[src/rtl/awgn_sched_if.sv]
// Noise grant bus between the awgn scheduler and its channel datapaths.
// The scheduler is the master; the channel side drives requests.
interface awgn_sched_if #(
    parameter int NUM_CH = 4,
    parameter int CH_W   = 2
);
    logic [NUM_CH-1:0] req;
    logic [NUM_CH-1:0] gnt;
    logic              noise_valid;
    logic [15:0]       noise_data;
    logic [CH_W-1:0]   noise_ch;

    modport master (
        input  req,
        output gnt,
        output noise_valid,
        output noise_data,
        output noise_ch
    );

    modport slave (
        output req,
        input  gnt,
        input  noise_valid,
        input  noise_data,
        input  noise_ch
    );
endinterface

[src/rtl/awgn_sched.sv]
// Shares one awgn generator among NUM_CH consumers: seeds it, waits out
// warm-up, then round-robin grants one noise sample per cycle.
module awgn_sched #(
    parameter int NUM_CH = 4,
    parameter int WARMUP = 8,
    parameter int CH_W   = 2
) (
    input  logic              clk,
    input  logic              rst,
    input  logic              cfg_start,
    input  logic              cfg_stop,
    input  logic [15:0]       cfg_seed,
    input  logic [NUM_CH-1:0] ch_mask,
    output logic              gen_enable,
    output logic [15:0]       gen_seed,
    input  logic [15:0]       gen_wnoise,
    awgn_sched_if.master      bus,
    output logic              busy,
    output logic              ready
);

    typedef enum logic [2:0] {
        IDLE,
        REARM,
        LOAD,
        WARM,
        RUN
    } state_t;

    state_t            state;
    state_t            state_nx;
    logic [7:0]        warm_cnt;
    logic [7:0]        warm_nx;
    logic              seed_ld;

    logic [CH_W-1:0]   rr_last;
    logic [NUM_CH-1:0] eligible;
    logic [NUM_CH-1:0] gnt_w;
    logic [CH_W-1:0]   win;
    logic [CH_W-1:0]   cand;
    logic              hit;

    logic              nv_q;
    logic [15:0]       nd_q;
    logic [CH_W-1:0]   nc_q;

    // Next-state: stop dominates; start re-seeds and forces a fresh enable edge.
    always_comb begin
        state_nx = state;
        warm_nx  = warm_cnt;
        seed_ld  = 1'b0;
        if (cfg_stop) begin
            state_nx = IDLE;
        end else begin
            seed_ld = cfg_start;
            unique case (state)
                IDLE: begin
                    if (cfg_start) state_nx = LOAD;
                end
                REARM: begin
                    state_nx = LOAD;
                end
                LOAD: begin
                    state_nx = WARM;
                    warm_nx  = 8'(WARMUP - 1);
                end
                WARM: begin
                    if (cfg_start)
                        state_nx = REARM;
                    else if (warm_cnt == 8'd0)
                        state_nx = RUN;
                    else
                        warm_nx = warm_cnt - 8'd1;
                end
                RUN: begin
                    if (cfg_start) state_nx = REARM;
                end
                default: begin
                    state_nx = IDLE;
                end
            endcase
        end
    end

    // Sequencer state with registered status and generator controls.
    always_ff @(posedge clk) begin
        if (rst) begin
            state      <= IDLE;
            warm_cnt   <= 8'd0;
            gen_seed   <= 16'd0;
            gen_enable <= 1'b0;
            busy       <= 1'b0;
            ready      <= 1'b0;
        end else begin
            state      <= state_nx;
            warm_cnt   <= warm_nx;
            if (seed_ld) gen_seed <= cfg_seed;
            gen_enable <= (state_nx == LOAD) || (state_nx == WARM) ||
                          (state_nx == RUN);
            busy       <= (state_nx != IDLE);
            ready      <= (state_nx == RUN);
        end
    end

    // Round-robin search starting just after the last winner.
    always_comb begin
        eligible = bus.req & ch_mask;
        gnt_w    = '0;
        win      = '0;
        cand     = '0;
        hit      = 1'b0;
        if (state == RUN) begin
            for (int k = 1; k <= NUM_CH; k++) begin
                cand = CH_W'((int'(rr_last) + k) % NUM_CH);
                if (!hit && eligible[cand]) begin
                    hit = 1'b1;
                    win = cand;
                end
            end
        end
        if (hit) gnt_w[win] = 1'b1;
    end

    // Capture the sample of the grant cycle; data and channel hold otherwise.
    always_ff @(posedge clk) begin
        if (rst) begin
            rr_last <= CH_W'(NUM_CH - 1);
            nv_q    <= 1'b0;
            nd_q    <= 16'd0;
            nc_q    <= '0;
        end else begin
            nv_q <= hit;
            if (hit) begin
                rr_last <= win;
                nd_q    <= gen_wnoise;
                nc_q    <= win;
            end
        end
    end

    assign bus.gnt         = gnt_w;
    assign bus.noise_valid = nv_q;
    assign bus.noise_data  = nd_q;
    assign bus.noise_ch    = nc_q;

endmodule

[src/flat_wrapper.sv]
// flat-port wrapper written by rule: the top's interface ports become plain ports
module awgn_sched_flat 
#(
    parameter int NUM_CH = 4,
    parameter int WARMUP = 8,
    parameter int CH_W   = 2
)
  (clk, rst, cfg_start, cfg_stop, cfg_seed, ch_mask, gen_enable, gen_seed, gen_wnoise, busy, ready, bus_req, bus_gnt, bus_noise_valid, bus_noise_data, bus_noise_ch);
  awgn_sched_if #(.NUM_CH(NUM_CH), .CH_W(CH_W)) bus_i ();
  input  logic clk;
  input  logic rst;
  input  logic cfg_start;
  input  logic cfg_stop;
  input  logic [15:0] cfg_seed;
  input  logic [NUM_CH-1:0] ch_mask;
  output logic gen_enable;
  output logic [15:0] gen_seed;
  input  logic [15:0] gen_wnoise;
  output logic busy;
  output logic ready;
  input wire logic [$bits(bus_i.req)-1:0] bus_req;
  output wire logic [$bits(bus_i.gnt)-1:0] bus_gnt;
  output wire logic [$bits(bus_i.noise_valid)-1:0] bus_noise_valid;
  output wire logic [$bits(bus_i.noise_data)-1:0] bus_noise_data;
  output wire logic [$bits(bus_i.noise_ch)-1:0] bus_noise_ch;
  assign bus_i.req = bus_req;
  assign bus_gnt = bus_i.gnt;
  assign bus_noise_valid = bus_i.noise_valid;
  assign bus_noise_data = bus_i.noise_data;
  assign bus_noise_ch = bus_i.noise_ch;
  awgn_sched #(.NUM_CH(NUM_CH), .WARMUP(WARMUP), .CH_W(CH_W)) u_core (.clk(clk), .rst(rst), .cfg_start(cfg_start), .cfg_stop(cfg_stop), .cfg_seed(cfg_seed), .ch_mask(ch_mask), .gen_enable(gen_enable), .gen_seed(gen_seed), .gen_wnoise(gen_wnoise), .bus(bus_i), .busy(busy), .ready(ready));
endmodule
[config.mk]
export PLATFORM = sky130hd
export DESIGN_NAME = awgn_sched_flat
export DESIGN_NICKNAME = d
export VERILOG_FILES = /design/src/rtl/awgn_sched_if.sv /design/src/rtl/awgn_sched.sv /design/src/flat_wrapper.sv
export SDC_FILE = /design/constraint.sdc
export NUM_CORES = 1
export LEC_CHECK = 0
export BUFFER_PORTS_ARGS = -buffer_cell sky130_fd_sc_hd__buf_2
export CAP_MARGIN = 20
export CORE_MARGIN = 2
export CORE_UTILIZATION = 43
export CTS_BUF_LIST = sky130_fd_sc_hd__clkbuf_16
export DETAILED_ROUTE_END_ITERATION = 10
export GPL_TIMING_DRIVEN = 0
export PLACE_DENSITY = 0.73
export SYNTH_ARGS = -nofsm -noshare
export SYNTH_HDL_FRONTEND = slang
export SYNTH_SLANG_ARGS = --single-unit
[constraint.sdc]
create_clock -name clk -period 1.8 [get_ports clk]
set_input_delay 0.09 -clock clk [delete_from_list [all_inputs] [get_ports clk]]
set_output_delay 0.09 -clock clk [all_outputs]
set_load 0.02 [all_outputs]
==> impl_metrics.json, run 1 <==
{
  "outcome": "complete, but fails checks",
  "failed_checks": "setup timing",
  "post-route-min-period_ps": 1910,
  "vias": 2282,
  "dominant_cell_type_by_area_after_synthesis": "sky130_fd_sc_hd__dfxtp_1",
  "cts.htree.levels": 2,
  "synth_async_reset_ratio_pct": 0,
  "fin_cells": 439,
  "cp_endpoint_kind": "output port",
  "antenna-diode-count": 0,
  "switching_share_pct": 25.1,
  "holdCritPathClass": "in2reg",
  "die_width_um": 75.1,
  "post_synthesis_instance_area_um2": 2170,
  "hold-worst-slack_ps": 33.6,
  "numPlacedInstances": 414,
  "timing_worst_setup_path_type": "reg2out",
  "period_share_pct": 106,
  "cts_buffers": 5,
  "worst_clock_skew_ps": 5.43,
  "yosysTopAreaCellShare_pct": 47.0,
  "floorplan.die_area_um2": 5640,
  "power_leakage_nw": 1.36,
  "relative_contribution_of_combinational_cells_to_total_power_pct": 13.1,
  "synthTopCellsByArea": "sky130_fd_sc_hd__dfxtp_1 47%, sky130_fd_sc_hd__nand2_1 13%, sky130_fd_sc_hd__a21oi_1 8.3%, sky130_fd_sc_hd__buf_2 1.6%, sky130_fd_sc_hd__or3_1 1.4%",
  "detail_route.iter0.violations": 94,
  "finalNetCount": 416,
  "synth.yosys.warnings": 0,
  "report.final.setup_viol": 6,
  "syn_avg_cell_area_um2": 8.26,
  "worstPathMaxFanout": 4,
  "first_global_vias": 1973,
  "numPortBuffers": 84,
  "cp_startpoint_kind": "register",
  "ys_seq_elements": 51,
  "fp-row-count": 25,
  "synth_cell_types": 51,
  "place_hpwl_mm": 3.83,
  "fmax_mhz": 523,
  "worst_ep_required_time_ps": 1710,
  "layout_common_cells": "84 x sky130_fd_sc_hd__buf_2, 76 x sky130_fd_sc_hd__nand2_1, 45 x sky130_fd_sc_hd__dfxtp_1, 36 x sky130_fd_sc_hd__a21oi_1, 18 x sky130_fd_sc_hd__buf_4",
  "syn_inst": 263,
  "net-switching-power_w": 0.000603,
  "remaining_drcs": 0,
  "wl_mm": 5.92,
  "gp_routability_congestion": 0.797,
  "detail_route.wl_per_cell_um": 13.5,
  "clkLatencyLatePin_ps": 290,
  "overflow": 0,
  "grt_util_all_layers_pct": 20.1,
  "p_seq_share_pct": 48.8,
  "clock-root-buffer": "sky130_fd_sc_hd__clkbuf_16",
  "synthFlopType": "sky130_fd_sc_hd__dfxtp_1",
  "die_height_um": 75.1,
  "grt_antenna_before_repair": 0,
  "worst-slew-pin-transition_ps": 670,
  "ir_drop_mv": 0.477,
  "drive_gt1_share_pct": 39.8,
  "clock_power_share_pct": 38.0,
  "finalPower_w": 0.00241,
  "fin_ws_ps": -112,
  "cts_tree": "built",
  "max-cap-violations": 0,
  "coreArea_um2": 4790,
  "intPower_w": 0.00180,
  "relative_slew_slack_pct": 55.4,
  "final_max_slew_viol_count": 0,
  "route.detailed.vias_per_inst": 5.20,
  "report.final.hold_viol_count": 0,
  "antenna_left": 0,
  "post_cts_hold_buffer_count": 0,
  "rsz0062_at_grt": "yes",
  "synth.yosys.seq_area_share_pct": 47.0,
  "worstPathArrival_ps": 1820,
  "final_common_cell": "sky130_fd_sc_hd__buf_2",
  "layout-area-overhead-vs-synth_pct": 43.5,
  "grt_first_pass_wirelength_mm": 8.77,
  "cts.reportedPaths.clkPinSlew_ps": 70,
  "floorplan.io_pins": 86,
  "syn_nets": 308,
  "buffers_from_clock_root_to_sink_at_most": 2,
  "synth_enable_flop_cells": 0,
  "cts_sinks": 51,
  "grt_start_max_net_pins": 16,
  "post-route-util_pct": 65.2,
  "detail_route.first_pass.iterations": 6,
  "initial_utilization_pct": 45.4,
  "power_per_cell_area_nw_per_um2": 772
}
==> final cells by class <==
type	instances	area (um2)
Fill cell	420	1670
Multi-Input combinational cell	191	1170
Sequential cell	51	1030
Timing Repair Buffer	102	581
Clock buffer	5	125
Buffer	17	95.1
Tap cell	67	83.8
Clock inverter	3	16.3
Inverter	3	11.3
==> final timing paths <==
check,cells past startpoint,end,start,slack [ps]
setup / recovery,5,bus_gnt[2],u_core.rr_last[0],-110
hold reg to reg,2,u_core.bus.noise_data[11],u_core.bus.noise_data[11],450
hold / removal,3,u_core.bus.noise_data[11],gen_wnoise[11],30
setup reg to reg,7,u_core.warm_cnt[4],u_core.state[2],-20
==> registers in the layout, summed over array words and instances, names as in the netlist, 2 cells and up <==
signal and flops:
u_core.gen_seed 16, u_core.bus.noise_ch 2, u_core.state 3, u_core.bus.noise_data 16, u_core.warm_cnt 8, u_core.rr_last 2
==> layer usage <==
| layer | share of wire, % | GRT usage (%) | up-vias |
|---|---|---|---|
| met5 | 0 | 0 | - |
| met2 | 48 | 32.6 | 75 |
| li1 | - | - | 1138 |
| met4 | 3.0 | 9.13 | 0 |
| met1 | 44 | 25.4 | 1056 |
| met3 | 5.7 | 4.55 | 13 |
==> cell families (layout without fill, tap and decap cells) <==
| kind of cell | after synthesis | in the layout | share of synthesized area (%) |
|---|---|---|---|
| simple gates | 117 | 117 | 25.6 |
| compound gates | 72 | 72 | 22.1 |
| flops | 51 | 51 | 47.0 |
| buf+inv | 21 | 130 | 4.26 |
| fa+ha+maj | 1 | 1 | 0.576 |
| mux | 1 | 1 | 0.461 |
==> cells in the mapped netlist (all sizes together), types with 2 or more instances <==
| library cell | number |
|---|---|
| and2 | 4 |
| o41ai | 2 |
| buf | 9 |
| nor3 | 3 |
| a311oi | 3 |
| nor4 | 2 |
| a2111oi | 3 |
| o31ai | 2 |
| a21boi | 3 |
| o21ai | 5 |
| nor2 | 8 |
| nand2 | 77 |
| dfxtp | 51 |
| nand2b | 2 |
| a211oi | 2 |
| a22oi | 2 |
| inv | 3 |
| and3 | 3 |
| a31oi | 2 |
| clkbuf | 9 |
| a31o | 2 |
| a21oi | 36 |
| or3 | 7 |
| or4 | 4 |
==> power by group through the flow <==
stage	Combinational (W)	Clock, W	Sequential (W)
floorplan	0.000138	0	0.00122
global placement	0.000257	0	0.00120
detailed placement	0.000259	0	0.00120
CTS	0.000282	0.000926	0.00117
global route	0.000345	0.000984	0.00118
finish	0.000316	0.000915	0.00117
==> timing repair <==
item,in CTS,in global routing
hold endpoints to repair,0,0
buffers inserted,8,10
pin swaps,9,12
endpoints found under the setup margin,22,16
resized for setup,29,19
==> critical path, cell delays in order (launching register included) <==
cell and delay (ps):
sky130_fd_sc_hd__dfxtp_4 350, sky130_fd_sc_hd__and3b_1 180, sky130_fd_sc_hd__o221a_2 270, sky130_fd_sc_hd__or3_4 380, sky130_fd_sc_hd__o21ba_4 230, sky130_fd_sc_hd__buf_6 110
==> stage by stage <==
step / TNS, ps / setup WS [ps] / instance area [um2]
2_1_floorplan: 0 / 7.59 / 2170
3_3_place_gp: -516 / -139 / 2680
3_5_place_dp: -777 / -167 / 2680
4_1_cts: -372 / -130 / 2980
5_1_grt: -763 / -156 / 3120
6_report: -319 / -112 / 3120
(Power assumes the default switching activity.)
==> run 2: changes to the inputs <==
- REMOVE_ABC_BUFFERS: not set -> 1
==> run 2 against run 1 <==
Effect of this change: the run still ends with setup timing left; clock power is 2% lower; sequential power about the same; count of clock-buffer cells in the layout unchanged; cell area fell by 2.3%; wire length fell by 4.8%; total power shrank 0.94%; via count shrank 3.0%; global-route usage fell by 1.5 points; non-clock buffer count down 13.
==> impl_metrics.json, run 2 (synthesis results as in run 1) <==
{
  "outcome": "complete, but fails checks",
  "failed_checks": "setup timing",
  "postPlaceCellArea_um2": 2620,
  "setup-tns-final_ps": -311,
  "ir_drop_mv": 0.516,
  "grt_antenna_before_repair": 0,
  "drive_gt1_share_pct": 40.7,
  "min_from": "gen_wnoise[1]",
  "timing.critical_path.slowest_stage_cell": "sky130_fd_sc_hd__or3_4",
  "power_leakage_nw": 1.32,
  "detail_route.wl_per_cell_um": 13.2,
  "cp_startpoint_kind": "register",
  "antenna-diode-count": 0,
  "post-route-util_pct": 63.6,
  "grt_util_all_layers_pct": 18.6,
  "p_seq_share_pct": 49.2,
  "antenna_left": 0,
  "post_cts_hold_buffer_count": 0,
  "min_delay_worst_endpoint": "u_core.bus.noise_data[1]",
  "layout_common_cells": "81 x sky130_fd_sc_hd__buf_2, 77 x sky130_fd_sc_hd__nand2_1, 44 x sky130_fd_sc_hd__dfxtp_1, 35 x sky130_fd_sc_hd__a21oi_1, 19 x sky130_fd_sc_hd__buf_4",
  "die_width_um": 75.1,
  "switching_share_pct": 24.5,
  "timing_worst_setup_path_type": "reg2out",
  "critical_path.reg2reg.startpoint": "u_core.warm_cnt[4]",
  "fin_cells": 426,
  "gp_routability_congestion": 0.812,
  "holdCritPathClass": "in2reg",
  "cts.htree.levels": 2,
  "cts_buffers": 5,
  "worst_hold_path_cells": 3,
  "relative_slew_slack_pct": 39.1,
  "die_height_um": 75.1,
  "intPower_w": 0.00180,
  "layout.cell_area.non_filler_um2": 3050,
  "coreArea_um2": 4790,
  "worst-slew-pin-transition_ps": 914,
  "fin_ws_ps": -111,
  "route.detailed.vias_per_inst": 5.19,
  "worstPathArrival_ps": 1820,
  "net-switching-power_w": 0.000583,
  "cts_sinks": 51,
  "first_global_vias": 1880,
  "detail_route.iter0.violations": 116,
  "grt_start_max_net_pins": 51,
  "floorplan.die_area_um2": 5640,
  "vias": 2213,
  "grt_first_pass_wirelength_mm": 8.16,
  "worstPathMaxFanout": 6,
  "fp-row-count": 25,
  "clock_power_share_pct": 37.7,
  "detail_route.first_pass.iterations": 4,
  "power_per_cell_area_nw_per_um2": 782,
  "finalNetCount": 404,
  "regToRegSetupSlack_ps": 50,
  "relative_contribution_of_combinational_cells_to_total_power_pct": 13.1,
  "cts_tree": "built",
  "worst_clock_skew_ps": 3.84,
  "remaining_drcs": 0,
  "numPlacedInstances": 398,
  "period_share_pct": 106,
  "clkLatencyLatePin_ps": 280,
  "critical_path_max_stage_delay_ps": 430,
  "place_hpwl_mm": 3.48,
  "r2r-end": "u_core.warm_cnt[7]",
  "rsz0062_at_grt": "yes",
  "hold-worst-slack_ps": 35.9,
  "fmax_mhz": 523,
  "path_cells": "or3b_4 > or3_4 > nor2_1 > buf_4",
  "floorplan.io_pins": 86,
  "post-route-min-period_ps": 1910,
  "r2r_cells": 6,
  "report.final.setup_viol": 4,
  "max-cap-violations": 0,
  "cp_endpoint_kind": "output port",
  "clock-root-buffer": "sky130_fd_sc_hd__clkbuf_16",
  "final_common_cell": "sky130_fd_sc_hd__buf_2",
  "layout-area-overhead-vs-synth_pct": 40.1,
  "report.final.hold_viol_count": 0,
  "buffers_from_clock_root_to_sink_at_most": 2,
  "wl_mm": 5.63,
  "cts.reportedPaths.clkPinSlew_ps": 60,
  "initial_utilization_pct": 45.4,
  "final_max_slew_viol_count": 0,
  "numPortBuffers": 85,
  "overflow": 0,
  "worst_ep_required_time_ps": 1710
}
==> run 2: changes by cell type in the layout (fill, tap and decap cells not counted), moves of 2 or more <==
cell                        before  now
sky130_fd_sc_hd__buf_6           7    4
sky130_fd_sc_hd__clkbuf_2        0    2
sky130_fd_sc_hd__dfxtp_4         2    5
sky130_fd_sc_hd__buf_2          84   81
sky130_fd_sc_hd__a2111oi_2       0    2
sky130_fd_sc_hd__clkbuf_1        8    0
sky130_fd_sc_hd__a2111oi_4       2    0
sky130_fd_sc_hd__dfxtp_2         4    2
==> run 2: layout make-up <==
type                       instances  area (um2)
clock inverter                     2        13.8
timing repair buffer             106         603
tap                               67        83.8
inverter                           3        11.3
fill                             407        1740
sequential                        51        1040
clock buffer                       5         125
multi-input combinational        192        1170
==> run 2: worst max path at each step <==
stage / from / endpoint / slack (ps) / cells after the start
final: u_core.state[0] / bus_gnt[3] / -110 / 4
after detailed placement: u_core.state[2] / bus_gnt[0] / -330 / 5
after CTS: u_core.rr_last[0] / bus_gnt[2] / -140 / 5
after global routing: u_core.state[0] / bus_gnt[2] / -140 / 4
after global placement: u_core.state[2] / bus_gnt[1] / -1160 / 5
after floorplan: u_core.state[2] / bus_gnt[1] / -630 / 4
==> run 2: repair_timing <==
item / CTS / global route
endpoints found under the setup margin: 31 / 11
setup buffers: 7 / 12
pin swaps: 5 / 15
resized for setup: 23 / 14
cloned: 1 / 0
==> run 2: worst max-delay path, delay by kind of cell, from the launching register on <==
kind / cells / cell delay (ps)
buf+inv: 1 / 180
simple gates: 3 / 990
flops: 1 / 360
==> run 2: through the flow <==
step | power [W] | setup slack, ps
2_1_floorplan | 0.00133 | -631
3_3_place_gp | 0.00144 | -1160
3_5_place_dp | 0.00145 | -330
4_1_cts | 0.00236 | -143
5_1_grt | 0.00249 | -144
6_report | 0.00238 | -111
==> run 2: power groups by stage <==
stage	Clock [W]	Sequential [W]	Combinational (W)
CTS	0.000919	0.00117	0.000267
detailed placement	0	0.00120	0.000245
finish	0.000898	0.00117	0.000313
global route	0.000973	0.00118	0.000343
global placement	0	0.00120	0.000241
floorplan	0	0.00122	0.000109
==> run 2: routing by layer <==
metal | wire (um) | global-route usage [%] | vias up
met5 | 0 | 0 | -
met4 | 170 | 11.9 | 0
met3 | 329 | 3.75 | 15
met2 | 2610 | 28.7 | 78
met1 | 2520 | 23.7 | 1000
li1 | - | - | 1120
==> run 3: changes to the inputs <==
- BUFFER_PORTS_ARGS: -buffer_cell sky130_fd_sc_hd__buf_2 -> not set
- CORE_UTILIZATION: 43 -> 56
- DONT_BUFFER_PORTS: not set -> 1
- PLACE_DENSITY: 0.73 -> 0.72
==> run 3 against run 2 <==
Effect of this change: the run ends with hold timing, setup timing left; sequential share of layout area rose by 1.4 points; combinational power fell by 17%; first-iteration DRC count rose by 8.6%; critical endpoint is now bus_gnt[2].
==> impl_metrics.json, run 3 (synthesis results as in run 1) <==
{
  "wl_mm": 5.46,
  "report.final.hold_viol_count": 1,
  "power_per_cell_area_nw_per_um2": 810,
  "rsz0062_at_grt": "yes",
  "sequential_cell_area_um2": 1040,
  "die_width_um": 66.3,
  "grt_antenna_before_repair": 0,
  "post-route-min-period_ps": 1890,
  "period_share_pct": 105,
  "cp_startpoint_kind": "register",
  "coreArea_um2": 3690,
  "place_hpwl_mm": 3.03,
  "antenna-diode-count": 0,
  "fmax_mhz": 530,
  "first_global_vias": 1899,
  "report.final.setup_viol": 4,
  "route.detailed.vias_per_inst": 5.64,
  "grt_util_all_layers_pct": 24.1,
  "power_leakage_nw": 1.05,
  "detail_route.wl_per_cell_um": 15.5,
  "holdCritPathClass": "in2reg",
  "cts.reportedPaths.clkPinSlew_ps": 60,
  "antenna_left": 0,
  "worstPathArrival_ps": 1800,
  "numPortBuffers": 0,
  "grt_first_pass_wirelength_mm": 8.31,
  "clkLatencyLatePin_ps": 280,
  "gp_routability_congestion": 0.801,
  "grt_start_max_net_pins": 47,
  "worstSetupStartpoint": "u_core.rr_last[0]",
  "remaining_drcs": 0,
  "cts_buffers": 5,
  "fp-row-count": 22,
  "cts_tree": "built",
  "layout.cell_area.non_filler_um2": 2910,
  "cts.htree.levels": 2,
  "failed_checks": "hold timing, setup timing",
  "relative_slew_slack_pct": 32.4,
  "vias": 1990,
  "final_max_slew_viol_count": 0,
  "drive_gt1_share_pct": 19.3,
  "worst_clock_skew_ps": 2.13,
  "fin_ws_ps": -87.0,
  "critical_path.reg2reg.startpoint": "u_core.state[2]",
  "timing_worst_setup_path_type": "reg2out",
  "detail_route.first_pass.iterations": 5,
  "multi_input_area_um2": 1160,
  "max-cap-violations": 0,
  "cp_endpoint_kind": "output port",
  "initial_utilization_pct": 58.9,
  "buffers_from_clock_root_to_sink_at_most": 2,
  "post-route-util_pct": 79.0,
  "r2r_cells": 6,
  "layout-area-overhead-vs-synth_pct": 34.0,
  "worstPathMaxFanout": 5,
  "floorplan.io_pins": 86,
  "die_height_um": 66.3,
  "cts_sinks": 51,
  "outcome": "complete, but fails checks",
  "postPlaceCellArea_um2": 2170,
  "overflow": 0,
  "min_from": "rst",
  "hold-worst-slack_ps": -3.68,
  "worst_ep_required_time_ps": 1710,
  "layout.filler_cells": 257,
  "worst_hold_path_cells": 2,
  "final_common_cell": "sky130_fd_sc_hd__nand2_1",
  "ir_drop_mv": 0.747,
  "worst-slew-pin-transition_ps": 1010,
  "layout_common_cells": "77 x sky130_fd_sc_hd__nand2_1, 45 x sky130_fd_sc_hd__dfxtp_1, 36 x sky130_fd_sc_hd__a21oi_1, 34 x sky130_fd_sc_hd__dlygate4sd3_1, 14 x sky130_fd_sc_hd__buf_4",
  "clock-root-buffer": "sky130_fd_sc_hd__clkbuf_16",
  "detail_route.iter0.violations": 126,
  "finalNetCount": 349,
  "floorplan.die_area_um2": 4400
}
-- run 3: cell types whose count changed in the layout (fill, tap and decap cells not counted), moves of 2 or more --
cell | previous run | this run
sky130_fd_sc_hd__dlygate4sd3_1 | 0 | 34
sky130_fd_sc_hd__nor2_2 | 0 | 2
sky130_fd_sc_hd__buf_2 | 81 | 0
sky130_fd_sc_hd__nor2_1 | 8 | 6
sky130_fd_sc_hd__clkbuf_2 | 2 | 0
sky130_fd_sc_hd__buf_4 | 19 | 14
-- run 3: final timing paths --
check | slack (ps) | end
max | -90 | bus_gnt[2]
min | -4 | u_core.rr_last[0]
max reg2reg | 50 | u_core.warm_cnt[7]
min reg2reg | 500 | u_core.warm_cnt[0]
-- run 3: power breakdown --
group	internal, W	switching, W	leakage [nW]
Sequential	0.00115	0.0000482	0.417
Combinational	0.000135	0.000124	0.560
Clock	0.000507	0.000390	0.0710
Total	0.00180	0.000562	1.05
-- run 3: layout make-up --
| type | instances | share of cell area, % |
|---|---|---|
| clock inverters | 3 | 0.558 |
| clock buffers | 5 | 4.30 |
| flip-flops and latches | 51 | 35.7 |
| well taps | 48 | 2.06 |
| multi-input cells | 191 | 39.9 |
| inverters | 3 | 0.387 |
| repair buffers | 52 | 17.1 |
-- run 3: repair_timing --
| action | 4_1_cts | 5_1_grt |
|---|---|---|
| pin swaps | 4 | 9 |
| endpoints found under the hold margin | 46 | 0 |
| setup buffers | 7 | 9 |
| hold buffers | 35 | 0 |
| resized for setup | 23 | 14 |
| setup endpoints to repair | 29 | 12 |
-- run 3: critical path, stage by stage (launching register included) --
cell and delay (ps):
sky130_fd_sc_hd__dfxtp_4 340, sky130_fd_sc_hd__buf_4 140, sky130_fd_sc_hd__nand4b_1 200, sky130_fd_sc_hd__o221a_4 150
sky130_fd_sc_hd__or3_4 400, sky130_fd_sc_hd__o21ba_4 280
-- run 3: metal layers --
layer  share of wire [%]  wire length (um)  GRT usage (%)  vias to the layer above
li1                    -                 -              -                     1004
met1                  38              2100           26.7                      908
met2                  53              2900           44.9                       71
met3                 7.5               411           7.33                        7
met4                0.88                48           5.36                        0
met5                   0                 0              0                        -
-- run 3: metrics by stage --
stage / cells / hold slack (ps) / power (W) / setup WS (ps) / TNS (ps)
finish: 353 / -3.68 / 0.00236 / -87.0 / -164
global route: 353 / 17.0 / 0.00244 / -118 / -353
CTS: 344 / 0.620 / 0.00234 / -72.0 / -184
global placement: 293 / 163 / 0.00136 / -1200 / -17450
detailed placement: 294 / 164 / 0.00136 / -429 / -3040
floorplan: 245 / 159 / 0.00133 / -631 / -6650
